**src/rtl/rsa_engine_sched_pkg.sv**
```systemverilog
// Shared types for the RSA engine scheduler: FSM state encoding and
// configuration register select codes.
package rsa_sched_pkg;

    typedef enum logic [2:0] {
        ST_IDLE,
        ST_PRIME,
        ST_KICK,
        ST_WAIT,
        ST_RESP
    } state_t;

    localparam logic [1:0] CFG_N = 2'd0;
    localparam logic [1:0] CFG_E = 2'd1;
    localparam logic [1:0] CFG_D = 2'd2;

endpackage

```
**src/rtl/rsa_engine_sched_rr_arb2.sv**
```systemverilog
// Two-way round-robin arbiter: a lone requester always wins; on a tie the
// requester that was not served last wins.
module rsa_rr_arb2 (
    input  logic enc_valid_i,
    input  logic dec_valid_i,
    input  logic last_dec_i,
    output logic grant_enc_o,
    output logic grant_dec_o
);

    always_comb begin
        grant_enc_o = enc_valid_i && (!dec_valid_i || last_dec_i);
        grant_dec_o = dec_valid_i && (!enc_valid_i || !last_dec_i);
    end

endmodule

```
**src/rtl/rsa_engine_sched.sv**
```systemverilog
// Shares one RSA modexp engine between encrypt and decrypt requesters,
// replays the engine start protocol, and guards it with a watchdog.
module rsa_engine_sched
    import rsa_sched_pkg::*;
#(
    parameter int unsigned WIDTH          = 128,
    parameter int unsigned TIMEOUT_CYCLES = 100000,
    parameter int unsigned CNT_W          = 17
) (
    input  logic             clk,
    input  logic             reset,
    input  logic             enc_valid,
    output logic             enc_ready,
    input  logic [WIDTH-1:0] enc_msg,
    input  logic             dec_valid,
    output logic             dec_ready,
    input  logic [WIDTH-1:0] dec_msg,
    input  logic             cfg_we,
    input  logic [1:0]       cfg_sel,
    input  logic [WIDTH-1:0] cfg_data,
    output logic             rsp_valid,
    input  logic             rsp_ready,
    output logic [WIDTH-1:0] rsp_data,
    output logic             rsp_is_dec,
    output logic             rsp_timeout,
    output logic             busy,
    output logic             eng_reset,
    output logic             eng_start,
    output logic [WIDTH-1:0] eng_message,
    output logic [WIDTH-1:0] eng_key,
    output logic [WIDTH-1:0] eng_n,
    input  logic [WIDTH-1:0] eng_c,
    input  logic             eng_done
);

    localparam logic [CNT_W-1:0] WD_LAST = CNT_W'(TIMEOUT_CYCLES - 1);

    state_t           state_q;
    logic             last_dec_q;
    logic [WIDTH-1:0] n_q, e_q, d_q;
    logic [WIDTH-1:0] msg_q, key_q, eng_n_q, rsp_data_q;
    logic             is_dec_q, rsp_to_q, rsp_valid_q, start_q;
    logic [CNT_W-1:0] wd_q;
    logic             grant_enc, grant_dec, idle;

    rsa_rr_arb2 u_arb (
        .enc_valid_i (enc_valid),
        .dec_valid_i (dec_valid),
        .last_dec_i  (last_dec_q),
        .grant_enc_o (grant_enc),
        .grant_dec_o (grant_dec)
    );

    assign idle        = (state_q == ST_IDLE);
    assign enc_ready   = idle && grant_enc;
    assign dec_ready   = idle && grant_dec;
    assign busy        = !idle;
    // Engine is held in reset whenever the scheduler is, not only in PRIME.
    assign eng_reset   = reset || (state_q == ST_PRIME);
    assign eng_start   = start_q;
    assign eng_message = msg_q;
    assign eng_key     = key_q;
    assign eng_n       = eng_n_q;
    assign rsp_valid   = rsp_valid_q;
    assign rsp_data    = rsp_data_q;
    assign rsp_is_dec  = is_dec_q;
    assign rsp_timeout = rsp_to_q;

    always_ff @(posedge clk) begin
        if (reset) begin
            state_q     <= ST_IDLE;
            last_dec_q  <= 1'b1;
            n_q         <= '0;
            e_q         <= '0;
            d_q         <= '0;
            msg_q       <= '0;
            key_q       <= '0;
            eng_n_q     <= '0;
            rsp_data_q  <= '0;
            is_dec_q    <= 1'b0;
            rsp_to_q    <= 1'b0;
            rsp_valid_q <= 1'b0;
            start_q     <= 1'b0;
            wd_q        <= '0;
        end else begin
            if (cfg_we) begin
                case (cfg_sel)
                    CFG_N:   n_q <= cfg_data;
                    CFG_E:   e_q <= cfg_data;
                    CFG_D:   d_q <= cfg_data;
                    default: ;
                endcase
            end

            case (state_q)
                ST_IDLE: begin
                    if (grant_enc || grant_dec) begin
                        msg_q    <= grant_dec ? dec_msg : enc_msg;
                        key_q    <= grant_dec ? d_q : e_q;
                        eng_n_q  <= n_q;
                        is_dec_q <= grant_dec;
                        start_q  <= 1'b1;
                        state_q  <= ST_PRIME;
                    end
                end
                ST_PRIME: state_q <= ST_KICK;
                ST_KICK: begin
                    start_q <= 1'b0;
                    wd_q    <= '0;
                    state_q <= ST_WAIT;
                end
                ST_WAIT: begin
                    // A done seen in the final watchdog cycle still wins.
                    if (eng_done) begin
                        rsp_data_q  <= eng_c;
                        rsp_to_q    <= 1'b0;
                        rsp_valid_q <= 1'b1;
                        state_q     <= ST_RESP;
                    end else if (wd_q == WD_LAST) begin
                        rsp_data_q  <= '0;
                        rsp_to_q    <= 1'b1;
                        rsp_valid_q <= 1'b1;
                        state_q     <= ST_RESP;
                    end else begin
                        wd_q <= wd_q + 1'b1;
                    end
                end
                ST_RESP: begin
                    if (rsp_ready) begin
                        rsp_valid_q <= 1'b0;
                        last_dec_q  <= is_dec_q;
                        state_q     <= ST_IDLE;
                    end
                end
                default: state_q <= ST_IDLE;
            endcase
        end
    end

endmodule

```
**config.mk**
```make
export PLATFORM = sky130hd
export DESIGN_NAME = rsa_engine_sched
export DESIGN_NICKNAME = d
export VERILOG_FILES = /design/src/rtl/rsa_engine_sched_pkg.sv /design/src/rtl/rsa_engine_sched_rr_arb2.sv /design/src/rtl/rsa_engine_sched.sv
export SDC_FILE = /design/constraint.sdc
export NUM_CORES = 2
export LEC_CHECK = 0
export ABC_AREA = 1
export CAP_MARGIN = 20
export CORE_AREA = 2 2 404 406
export CTS_CLUSTER_SIZE = 20
export DETAILED_ROUTE_END_ITERATION = 16
export DIE_AREA = 0 0 406 408
export PLACE_DENSITY = 0.46
export SLEW_MARGIN = 20
export SYNTH_ARGS = -nofsm -noshare
export SYNTH_HDL_FRONTEND = slang
export SYNTH_HIERARCHICAL = 1
export SYNTH_SLANG_ARGS = --single-unit
```
**constraint.sdc**
```tcl
create_clock -name clk -period 1.6 [get_ports clk]
set_input_delay 0.24 -clock clk [delete_from_list [all_inputs] [get_ports clk]]
set_output_delay 0.24 -clock clk [all_outputs]
set_load 0.05 [all_outputs]
```
==> results_dict.tcl <==
set metrics [dict create \
    outcome "complete, but fails checks" \
    violations "negative setup slack" \
    ir_drop_v 0.000837 \
    ys_seq_area_share_pct 51.3 \
    drc_errors 0 \
    fin_cells 8307 \
    dp_hpwl_um 126000 \
    areaGrowthSynthToFinish_pct 59.9 \
    drt_iter0_drc 2622 \
    htree_num_levels 3 \
    grt_start_max_net_pins 85 \
    hold_viol_final 0 \
    core_mm2 0.162 \
    rrSetupSlack_ns -0.31 \
    finalMaxSlewViolations 0 \
    wl_per_cell_um 21.8 \
    start_kind "flop" \
    synth.cell_area_mm2 0.0359 \
    synth_warnings 6 \
    finalSetupViolCount 565 \
    synth_top_cell_by_area "dfxtp_1" \
    synth_fa_ha_area_share_pct 0.0348 \
    clkSinkCount 921 \
    fin_ws_ns -0.412 \
    clockRootBuffer "clkbuf_16" \
    critPathMaxFanout 3 \
    synthXorXnorAreaFrac_pct 0.0975 \
    synth_area_leaders "dfxtp_1 (51%), o21ai_0 (12%), nand2_1 (11%)" \
    p_per_area_mw_per_mm2 1150 \
    synth_compound_gate_area_share_pct 23.7 \
    relSlewSlack_pct 61.6 \
    dieArea_mm2 0.166 \
    finalCriticalPeriod_ns 2.01 \
    fmax_mhz 497 \
    synth_top_family_by_area "compound AO/OA/AOI/OAI gates" \
    start_util_pct 22.2 \
    power.total_w 0.0662 \
    synth_seq_cells 921 \
    vias 37600 \
    hp-class "in2reg" \
    arrival_ns 1.77 \
    grt_usage_pct 20.0 \
    placed_cells 7956 \
    p_leak_nw 22.4 \
    postRouteAntennaNets 0 \
    wirelength_um 181000 \
    rsz0062_at_grt "true" \
    skew_ns 0.0509 \
    max_cap_viol_count 0 \
    clk_latency_ns 0.74 \
    clock_path_buffers 3 \
    rows 148 \
    synth_simple_gate_area_share_pct 17.0 \
    synth_fp_nets 5399 \
    avgSynthCellArea_um2 7.36 \
    cp_data_required_time_ns 1.36 \
    worst_pin_slew_ns 0.577 \
    period_share_pct 126 \
    grt_pass1_wl_um 247000 \
    fp.dieH_um 408 \
    gp_congestion 0.891 \
    first_global_vias 35300 \
    antenna_found_initial 18 \
    overflow 0 \
    cts_buffers 105 \
    synth_cell_type_count 29 \
    synth_cells 4877 \
    end_kind "output pin" \
    yosysTopAreaCellShare_pct 51.3 \
    nets 6566 \
    io_pins 1041 \
    io_buffers 1040 \
    fp.dieW_um 406 \
    muxShareOfSynthArea_pct 0 \
    path_class "reg2out" \
    clk_pin_slew_ns 0.06 \
    drive_gt1_share_pct 21.7 \
    via_per_inst 4.53 \
    cts_tree "done" \
    firstDrtPassIters 6 \
]
routing by layer:
layer / vias to the layer above / track usage [%] / share of wire (%)
li1: 18400 / - / -
met1: 17800 / 25.9 / 44
met2: 1119 / 33.3 / 47
met3: 211 / 4.25 / 6.2
met4: 18 / 5.54 / 2.4
met5: - / 0 / 0.082
stage by stage:
step	setup WS [ns]	area (µm²)	hold slack [ns]	TNS (ns)	util [%]
finish	-0.412	57400	0.0775	-88.09	35.5
global route	-0.493	57400	0.0577	-144.23	35.5
CTS	-0.473	55300	0.00830	-138.38	34.2
detailed placement	-0.758	49600	0.434	-298.86	30.7
global placement	-0.746	49600	0.431	-291.59	30.7
floorplan	0.00538	35900	0.389	0	-
worst paths after layout:
| check | from | endpoint | depth (start not counted) |
|---|---|---|---|
| setup / recovery | last_dec_q$_SDFFE_PP1P_ | dec_ready | 6 |
| hold / removal | eng_done | rsp_timeout$_SDFFE_PP0P_ | 4 |
| setup reg to reg | state_q[0]$_SDFFE_PP0P_ | eng_key[22]$_SDFFE_PP0P_ | 11 |
| hold reg to reg | d_q[90]$_SDFFE_PP0P_ | d_q[90]$_SDFFE_PP0P_ | 2 |
cell families (layout without fill, tap and decap cells):
family | count (synthesis) | after routing
other | 0 | 5
DFF | 921 | 921
xor gates and xnor gates | 4 | 4
and+or+nand+nor | 1557 | 1557
buffers and inverters | 698 | 1948
adders and majority gates | 1 | 1
AOI/OAI and AO/OA | 1696 | 1696
where the power goes:
group	internal, W	total, W	switching, W
Clock	0.0143	0.0249	0.0107
Combinational	0.00705	0.0163	0.00928
Sequential	0.0242	0.0250	0.000825
Total	0.0455	0.0662	0.0208
cell usage after synthesis (all sizes together):
library cell,number
nand2,1086
dfxtp,921
o21ai,898
a21oi,793
clkbuf,317
nor2,299
inv,282
nand3,161
buf,98
nand4,5
nor3,4
a31oi,2
o21bai,2
xnor2,2
xor2,2
a21boi,1
clkinv,1
ha,1
nor3b,1
nor4,1
state kept, by name, summed over array words and instances (netlist names), 17 cells and up:
signal	cells
d_q	128
e_q	128
eng_key	128
eng_message	128
eng_n	128
n_q	128
rsp_data	128
wd_q	17
timing repair:
action                     CTS  global route
setup endpoints to repair  770           737
setup buffers               45            45
hold buffers                 3             0
gates cloned                36            40
hold endpoints to repair    13             0
resized for setup          175           394
pin swaps                   23            73
final cells by class:
type | count | area [µm²]
fill | 16900 | 104000
sequential | 921 | 18500
timing repair buffer | 1475 | 16000
multi-input combinational | 3258 | 15600
clock buffer | 147 | 3040
tap | 2175 | 2720
inverter | 283 | 1080
clock inverter | 43 | 503
antenna | 5 | 12.5
worst max-delay path: stages (launching register included):
cell	delay, ns
dfxtp_4	0.36
a21boi_4	0.20
inv_4	0.05
nor2_4	0.10
buf_8	0.12
buf_12	0.11
buf_12	0.13
cell usage in the layout (no fill, tap or decap), types with 6 or more instances in the layout:
cell	instances
bufinv_16	6
o21ai_2	29
nand2_4	56
inv_1	274
o21ai_1	90
clkinv_2	25
bufbuf_16	8
buf_8	24
clkdlybuf4s50_1	518
buf_12	138
nand2_1	1010
a21oi_1	728
dfxtp_4	10
clkbuf_16	139
buf_16	40
clkbuf_1	17
nand2_2	20
a21oi_2	65
clkbuf_8	25
nor2_1	294
buf_6	35
o21ai_0	775
nand3_1	157
buf_4	675
dfxtp_1	908
(Power assumes the default switching activity.)
